File: src/rtl/adc_multi_pkg.sv
// Shared types for the multi-channel RC slope ADC.
// Latency: none (types and constant functions only).
// Backpressure: not applicable.
package adc_multi_pkg;

    typedef enum logic [1:0] {
        DISCHARGE = 2'd0,
        CHARGE    = 2'd1,
        EMIT      = 2'd2
    } adc_state_e;

    // Channel index width; a single channel still gets a 1-bit index.
    function automatic int chan_w(input int channels);
        return (channels > 1) ? $clog2(channels) : 1;
    endfunction

endpackage

File: src/rtl/adc_prescaler.sv
// Tick generator: one-cycle tick every 2^DIV_LOG2 osc cycles, synchronous restart to phase 0.
// Latency: first tick 2^DIV_LOG2-1 cycles after reset or restart.
// Backpressure: none, free running.
module adc_prescaler #(
    parameter int DIV_LOG2 = 1
) (
    input  logic osc_i,
    input  logic rst_n_i,
    input  logic restart_i,
    output logic tick_o
);

    logic [DIV_LOG2-1:0] cnt_q;
    logic [DIV_LOG2-1:0] cnt_d;

    always_comb begin
        cnt_d = restart_i ? '0 : cnt_q + 1'b1;
    end

    always_ff @(posedge osc_i or negedge rst_n_i) begin
        if (!rst_n_i) begin
            cnt_q <= '0;
        end else begin
            cnt_q <= cnt_d;
        end
    end

    assign tick_o = &cnt_q;

endmodule

File: src/rtl/adc_multi.sv
// Multi-channel RC slope ADC: shared charge line, per-channel slope timers, serial tagged result stream.
// Latency: results start 1 cycle after CHARGE ends, one channel per cycle; ADC_MULTI_AVG_EN averages 2^AVG_LOG2 frames.
// Backpressure: out_valid holds with a stable payload; the next DISCHARGE waits for the last channel transfer.
module adc_multi
    import adc_multi_pkg::*;
#(
    parameter int CHANNELS   = 4,
    parameter int OUTSIZE    = 16,
    parameter int SENSE_DIV  = 2,
    parameter int DISCH_LOG2 = 16,
    parameter int AVG_LOG2   = 2
) (
    input  logic                        osc,
    input  logic                        rst_n,
    input  logic [CHANNELS-1:0]         sense,
    output logic                        capacitor,
    output logic                        pot_1,
    output logic                        pot_2,
    output logic [OUTSIZE-1:0]          out_data,
    output logic [chan_w(CHANNELS)-1:0] out_chan,
    output logic                        out_ovf,
    output logic                        out_valid,
    input  logic                        out_ready
);

    localparam int                CW       = chan_w(CHANNELS);
    localparam logic [OUTSIZE-1:0] CNT_MAX  = '1;
    localparam logic [OUTSIZE-1:0] TMO_LAST = CNT_MAX - OUTSIZE'(1);
    localparam logic [CW-1:0]      LAST_IDX = CW'(CHANNELS - 1);

    adc_state_e state_q, state_d;

    logic [CHANNELS-1:0]              sync1_q, sync2_q;
    logic                             tick;
    logic                             enter_disch;
    logic [DISCH_LOG2-1:0]            disch_q, disch_d;
    logic [OUTSIZE-1:0]               tmo_q, tmo_d;
    logic [CHANNELS-1:0][OUTSIZE-1:0] cnt_q, cnt_d, fin_cnt;
    logic [CHANNELS-1:0]              done_q, done_d, chg_done;
    logic [CHANNELS-1:0]              ovf_q, ovf_d, fin_ovf;
    logic                             all_done, timeout, charge_end;
    logic                             frame_last, last_xfer, load;
    logic [CW-1:0]                    idx_q, idx_d, load_idx;
    logic [CHANNELS-1:0][OUTSIZE-1:0] emit_data;
    logic [CHANNELS-1:0]              emit_ovf;

    logic               out_valid_q, out_valid_d;
    logic [OUTSIZE-1:0] out_data_q, out_data_d;
    logic [CW-1:0]      out_chan_q, out_chan_d;
    logic               out_ovf_q, out_ovf_d;

    adc_prescaler #(
        .DIV_LOG2 (SENSE_DIV + 1)
    ) u_prescaler (
        .osc_i     (osc),
        .rst_n_i   (rst_n),
        .restart_i (enter_disch),
        .tick_o    (tick)
    );

    // Per-tick channel update; timeout forces unfinished channels to a saturated result.
    always_comb begin
        fin_cnt  = cnt_q;
        fin_ovf  = ovf_q;
        chg_done = done_q;
        for (int i = 0; i < CHANNELS; i++) begin
            if (!done_q[i]) begin
                if (!sync2_q[i]) begin
                    chg_done[i] = 1'b1;
                end else if (cnt_q[i] != CNT_MAX) begin
                    fin_cnt[i] = cnt_q[i] + 1'b1;
                    if (cnt_q[i] == TMO_LAST) begin
                        fin_ovf[i] = 1'b1;
                    end
                end
            end
        end
        all_done = &chg_done;
        timeout  = (tmo_q == TMO_LAST);
        if (timeout) begin
            for (int i = 0; i < CHANNELS; i++) begin
                if (!chg_done[i]) begin
                    fin_cnt[i] = CNT_MAX;
                    fin_ovf[i] = 1'b1;
                end
            end
        end
    end

    assign charge_end = tick && (all_done || timeout);
    assign last_xfer  = (state_q == EMIT) && out_valid_q && out_ready && (idx_q == LAST_IDX);

    always_ff @(posedge osc or negedge rst_n) begin
        if (!rst_n) begin
            state_q <= DISCHARGE;
        end else begin
            state_q <= state_d;
        end
    end

    always_comb begin
        state_d = state_q;
        case (state_q)
            DISCHARGE: if (tick && (&disch_q)) state_d = CHARGE;
            CHARGE:    if (charge_end) state_d = frame_last ? EMIT : DISCHARGE;
            EMIT:      if (last_xfer) state_d = DISCHARGE;
            default:   state_d = DISCHARGE;
        endcase
    end

    always_comb begin
        capacitor   = (state_q == CHARGE);
        enter_disch = (state_d == DISCHARGE) && (state_q != DISCHARGE);
    end

    always_comb begin
        disch_d     = disch_q;
        tmo_d       = tmo_q;
        cnt_d       = cnt_q;
        done_d      = done_q;
        ovf_d       = ovf_q;
        idx_d       = idx_q;
        load        = 1'b0;
        load_idx    = idx_q;
        out_valid_d = out_valid_q;
        out_data_d  = out_data_q;
        out_chan_d  = out_chan_q;
        out_ovf_d   = out_ovf_q;
        case (state_q)
            DISCHARGE: begin
                if (tick) disch_d = disch_q + 1'b1;
                if (state_d == CHARGE) begin
                    cnt_d  = '0;
                    done_d = '0;
                    ovf_d  = '0;
                    tmo_d  = '0;
                end
            end
            CHARGE: begin
                if (tick) begin
                    cnt_d  = fin_cnt;
                    done_d = chg_done;
                    ovf_d  = fin_ovf;
                    tmo_d  = tmo_q + 1'b1;
                end
                if (charge_end) idx_d = '0;
            end
            EMIT: begin
                // out_valid is low only on the first EMIT cycle, which presents channel 0.
                if (!out_valid_q) begin
                    out_valid_d = 1'b1;
                    load        = 1'b1;
                end else if (out_ready) begin
                    if (idx_q == LAST_IDX) begin
                        out_valid_d = 1'b0;
                    end else begin
                        idx_d    = idx_q + 1'b1;
                        load_idx = idx_q + 1'b1;
                        load     = 1'b1;
                    end
                end
            end
            default: ;
        endcase
        if (load) begin
            out_data_d = emit_data[load_idx];
            out_chan_d = load_idx;
            out_ovf_d  = emit_ovf[load_idx];
        end
        if (enter_disch) disch_d = '0;
    end

    always_ff @(posedge osc or negedge rst_n) begin
        if (!rst_n) begin
            sync1_q     <= '0;
            sync2_q     <= '0;
            disch_q     <= '0;
            tmo_q       <= '0;
            cnt_q       <= '0;
            done_q      <= '0;
            ovf_q       <= '0;
            idx_q       <= '0;
            out_valid_q <= 1'b0;
            out_data_q  <= '0;
            out_chan_q  <= '0;
            out_ovf_q   <= 1'b0;
        end else begin
            sync1_q     <= sense;
            sync2_q     <= sync1_q;
            disch_q     <= disch_d;
            tmo_q       <= tmo_d;
            cnt_q       <= cnt_d;
            done_q      <= done_d;
            ovf_q       <= ovf_d;
            idx_q       <= idx_d;
            out_valid_q <= out_valid_d;
            out_data_q  <= out_data_d;
            out_chan_q  <= out_chan_d;
            out_ovf_q   <= out_ovf_d;
        end
    end

`ifdef ADC_MULTI_AVG_EN
    localparam int              AW         = OUTSIZE + AVG_LOG2;
    localparam int              FW         = AVG_LOG2 + 1;
    localparam logic [FW-1:0]   FRAME_LAST = FW'((1 << AVG_LOG2) - 1);

    logic [CHANNELS-1:0][AW-1:0] acc_q, acc_d;
    logic [CHANNELS-1:0]         aovf_q, aovf_d;
    logic [FW-1:0]               frame_q, frame_d;

    assign frame_last = (frame_q == FRAME_LAST);

    always_comb begin
        acc_d   = acc_q;
        aovf_d  = aovf_q;
        frame_d = frame_q;
        if ((state_q == CHARGE) && charge_end) begin
            for (int i = 0; i < CHANNELS; i++) begin
                acc_d[i] = acc_q[i] + AW'(fin_cnt[i]);
            end
            aovf_d  = aovf_q | fin_ovf;
            frame_d = frame_last ? '0 : frame_q + 1'b1;
        end
        if (last_xfer) begin
            acc_d  = '0;
            aovf_d = '0;
        end
    end

    always_comb begin
        emit_data = '0;
        for (int i = 0; i < CHANNELS; i++) begin
            emit_data[i] = OUTSIZE'(acc_q[i] >> AVG_LOG2);
        end
        emit_ovf = aovf_q;
    end

    always_ff @(posedge osc or negedge rst_n) begin
        if (!rst_n) begin
            acc_q   <= '0;
            aovf_q  <= '0;
            frame_q <= '0;
        end else begin
            acc_q   <= acc_d;
            aovf_q  <= aovf_d;
            frame_q <= frame_d;
        end
    end
`else
    assign frame_last = 1'b1;

    always_comb begin
        emit_data = cnt_q;
        emit_ovf  = ovf_q;
    end
`endif

    assign pot_1     = 1'b1;
    assign pot_2     = 1'b0;
    assign out_data  = out_data_q;
    assign out_chan  = out_chan_q;
    assign out_ovf   = out_ovf_q;
    assign out_valid = out_valid_q;

endmodule

File: config.mk
export PLATFORM = sky130hd
export DESIGN_NAME = adc_multi
export DESIGN_NICKNAME = d
export VERILOG_FILES = /design/src/rtl/adc_multi_pkg.sv /design/src/rtl/adc_prescaler.sv /design/src/rtl/adc_multi.sv
export SDC_FILE = /design/constraint.sdc
export NUM_CORES = 1
export LEC_CHECK = 0
export ABC_CLOCK_PERIOD_IN_PS = 6000
export CAP_MARGIN = 30
export CORE_UTILIZATION = 60
export DETAILED_ROUTE_END_ITERATION = 12
export GPL_TIMING_DRIVEN = 1
export PLACE_DENSITY = 0.79
export SLEW_MARGIN = 10
export SYNTH_ARGS = -nofsm -noshare
export SYNTH_HDL_FRONTEND = slang
export SYNTH_SLANG_ARGS = --single-unit
File: constraint.sdc
create_clock -name osc -period 6 [get_ports osc]
set_input_delay 1.2 -clock osc [delete_from_list [all_inputs] [get_ports osc]]
set_output_delay 1.2 -clock osc [all_outputs]
set_load 0.01 [all_outputs]
==> results_dict.tcl <==
set metrics [dict create \
    status "complete, no violations" \
    clkTransAtPathRegs_ns 0.06 \
    area_growth_pct 11.4 \
    syn-cell-area_um2 7900 \
    numPortBuffers 27 \
    row_count 41 \
    crit_path_max_fanout 7 \
    diodes 0 \
    design_area_um2 8800 \
    fmax_mhz 330 \
    ctsRootBufferMaster "clkbuf_16" \
    synth_ff_type "dfrtp_1" \
    die_width_um 117 \
    synth-seq-area-share_pct 44.0 \
    gp_congestion 0.920 \
    hold_violations 0 \
    cts_sinks 139 \
    via_per_inst 6.91 \
    postSynthCellCount 885 \
    die_area_um2 13600 \
    hold_buffers 0 \
    hp-class "flip-flop to flip-flop" \
    max-cap-violations 0 \
    grt_usage_pct 34.4 \
    synth_cell_types 72 \
    slew_violations 0 \
    grt_pass1_wl_um 35300 \
    power_mw 2.34 \
    core_area_um2 12700 \
    power_density_nw_per_um2 266 \
    ys_seq_elements 139 \
    post-route-period-util_pct 50.6 \
    relSlewSlack_pct 37.3 \
    combPwrFrac_pct 10.9 \
    vias 7439 \
    htree_levels 4 \
    tritoncts "yes" \
    dieHeight_um 117 \
    p_int_mw 1.71 \
    antenna_left 0 \
    critPathRequiredTime_ns 6.30 \
    ctsResizeCount 0 \
    ios 30 \
    syn_avg_cell_area_um2 8.93 \
    period_needed_ns 3.03 \
    switching_share_pct 27.2 \
    syn-num-nets 905 \
    cp_slowest_stage_delay_ns 0.91 \
    post_cts_buffers 0 \
    cpLargestDelayFamily "simple AND/OR/NAND/NOR gates" \
    irDropWorstVdd_uv 308 \
    rsz0062_at_grt "false" \
    initial_core_util_pct 62.1 \
    grt_remaining_overflow 0 \
    drive_above_1_share_pct 6.74 \
    antenna_found_initial 0 \
    worstPathArrival_ns 3.34 \
    grt_max_degree 90 \
    insertion_delay_ns 0.42 \
    synth_edf_count 0 \
    critical_path.cell_chain "inv_1 > ha_1 > and3_1 > nand4_1 > nor3_1 > o21ai_0 > a221oi_1" \
    leakage_nw 3.55 \
    power.share.clock_pct 42.3 \
    yosys_warnings 0 \
    criticalPathCategory "flip-flop to flip-flop" \
    final_nets 912 \
    worst_slew_pin_slew_ns 0.938 \
    path_buf_inv 1 \
    start_kind "flip-flop" \
    power_frac_seq_pct 46.8 \
    drt_iter0_markers 1151 \
    cts_buffers 17 \
    switchingPower_mw 0.636 \
    totalWireLength_um 21900 \
    postSynth.asyncResetShare_pct 100 \
    dpl.hpwl_um 15200 \
    wl_per_cell_um 20.4 \
    cp-end-kind "flip-flop" \
    setup_viol_count_final 0 \
    max-clock-path-buffers 2 \
    first_global_vias 6943 \
    drc_errors 0 \
    skew_ns 0.00937 \
    cp_slowest_cell "nor3_1" \
    dr.pass1.iters 6 \
    postPlaceCellArea_um2 8250 \
    finalSetupTns_ns 0 \
]
==> cell type report <==
cell class	count	area, um2
well taps	172	215
clock inverters	10	91.3
repair buffers	35	345
flip-flops and latches	139	3480
multi-input cells	674	4110
inverters	25	93.8
fillers	1040	3920
clock buffers	22	464
==> synth_stat cells (all sizes together) (3+ instances only) <==
cell type	count	area, um2
nand3	38	190
and4	12	105
nor3	36	196
or3	5	31.3
a211o	18	158
mux2i	4	40.0
nor4	10	92.6
nand2	103	387
dfrtp	139	3480
ha	13	163
buf	19	113
nand2b	7	43.8
a31oi	13	81.3
or4	4	33.8
a41oi	4	35.0
o31ai	7	52.6
xnor2	9	78.8
o22ai	4	25.0
nor2	86	333
o211ai	5	37.5
a21oi	70	350
a31o	7	61.3
and3b	3	26.3
and4b	3	30.0
a21boi	5	37.5
and3	22	138
xor2	18	158
o21a	16	120
o21ai	38	194
a311oi	23	208
a221oi	5	43.8
a211oi	17	133
o32ai	3	26.3
nor2b	9	56.3
inv	25	93.8
clkbuf	28	105
nand4	24	156
nand4b	3	26.3
o311ai	5	43.8
==> metal layers <==
layer	GRT usage (%)	part of all wire (%)
met4	15.2	2.9
met3	8.67	9.8
met2	52.5	46
met5	0	0
met1	46.5	42
==> power groups by stage <==
stage                     clock network [mW]  logic (mW)  registers (mW)
after floorplan                            0       0.183            1.09
after global placement                     0       0.245            1.11
after detailed placement                   0       0.256            1.11
after CTS                               1.00       0.258            1.10
after global routing                    1.04       0.288            1.11
final                                  0.990       0.256            1.10
==> kinds of logic (layout without fill, tap and decap cells) <==
logic type | count (synthesis) | count (layout) | synth area share [%]
AND/OR/NAND/NOR | 373 | 373 | 24.3
flip-flops | 139 | 139 | 44.0
XOR/XNOR | 27 | 27 | 2.99
other | 2 | 2 | 0.0951
buffers and inverters | 72 | 92 | 3.94
multiplexers | 5 | 5 | 0.649
AO/OA/AOI/OAI | 254 | 254 | 22.0
adder cells (fa/ha/maj) | 13 | 13 | 2.06
==> sequential cells by signal, summed over array words and instances (netlist names), 2 cells and up <==
register and flops:
disch_q 16, sync2_q 4, u_prescaler.cnt_q 3, state_q 2, idx_q 2, sync1_q 4
emit_ovf 4, out_data 16, cnt_q 64, done_q 4, out_chan 2, tmo_q 16
==> layout by cell type, fill, tap and decap left out, drive strengths merged, types with 17 or more instances in the layout <==
cell             n
and3            22
a211o           18
a311oi          23
nor3            36
inv             27
xor2            18
nand4           24
a211oi          17
dfrtp          139
clkbuf          22
nand2          103
clkdlybuf4s50   26
o21ai           38
nor2            86
a21oi           70
nand3           38
==> path summary, 6_finish.rpt <==
path | startpoint | slack [ns] | endpoint | cells after the start
hold reg to reg | sync1_q[3] | 0.35 | sync2_q[3] | 0
max in group asynchronous | rst_n | 4.02 | out_data[4] | 2
hold / removal | sync1_q[3] | 0.35 | sync2_q[3] | 0
min in group asynchronous | rst_n | 0.81 | cnt_q[9] | 1
setup reg to reg | tmo_q[0] | 2.97 | cnt_q[14] | 7
setup / recovery | tmo_q[0] | 2.97 | cnt_q[14] | 7
==> stage by stage <==
step	utilization, %	cells	hold WS (ns)	setup WS (ns)
floorplan	-	885	0.331	3.48
global placement	64.5	1042	0.335	2.64
detailed placement	64.8	1045	0.339	2.64
CTS	69.2	1077	0.352	3.07
global route	69.2	1077	0.354	2.78
finish	69.2	1077	0.350	2.97
Power figures use the tool's default switching activity.
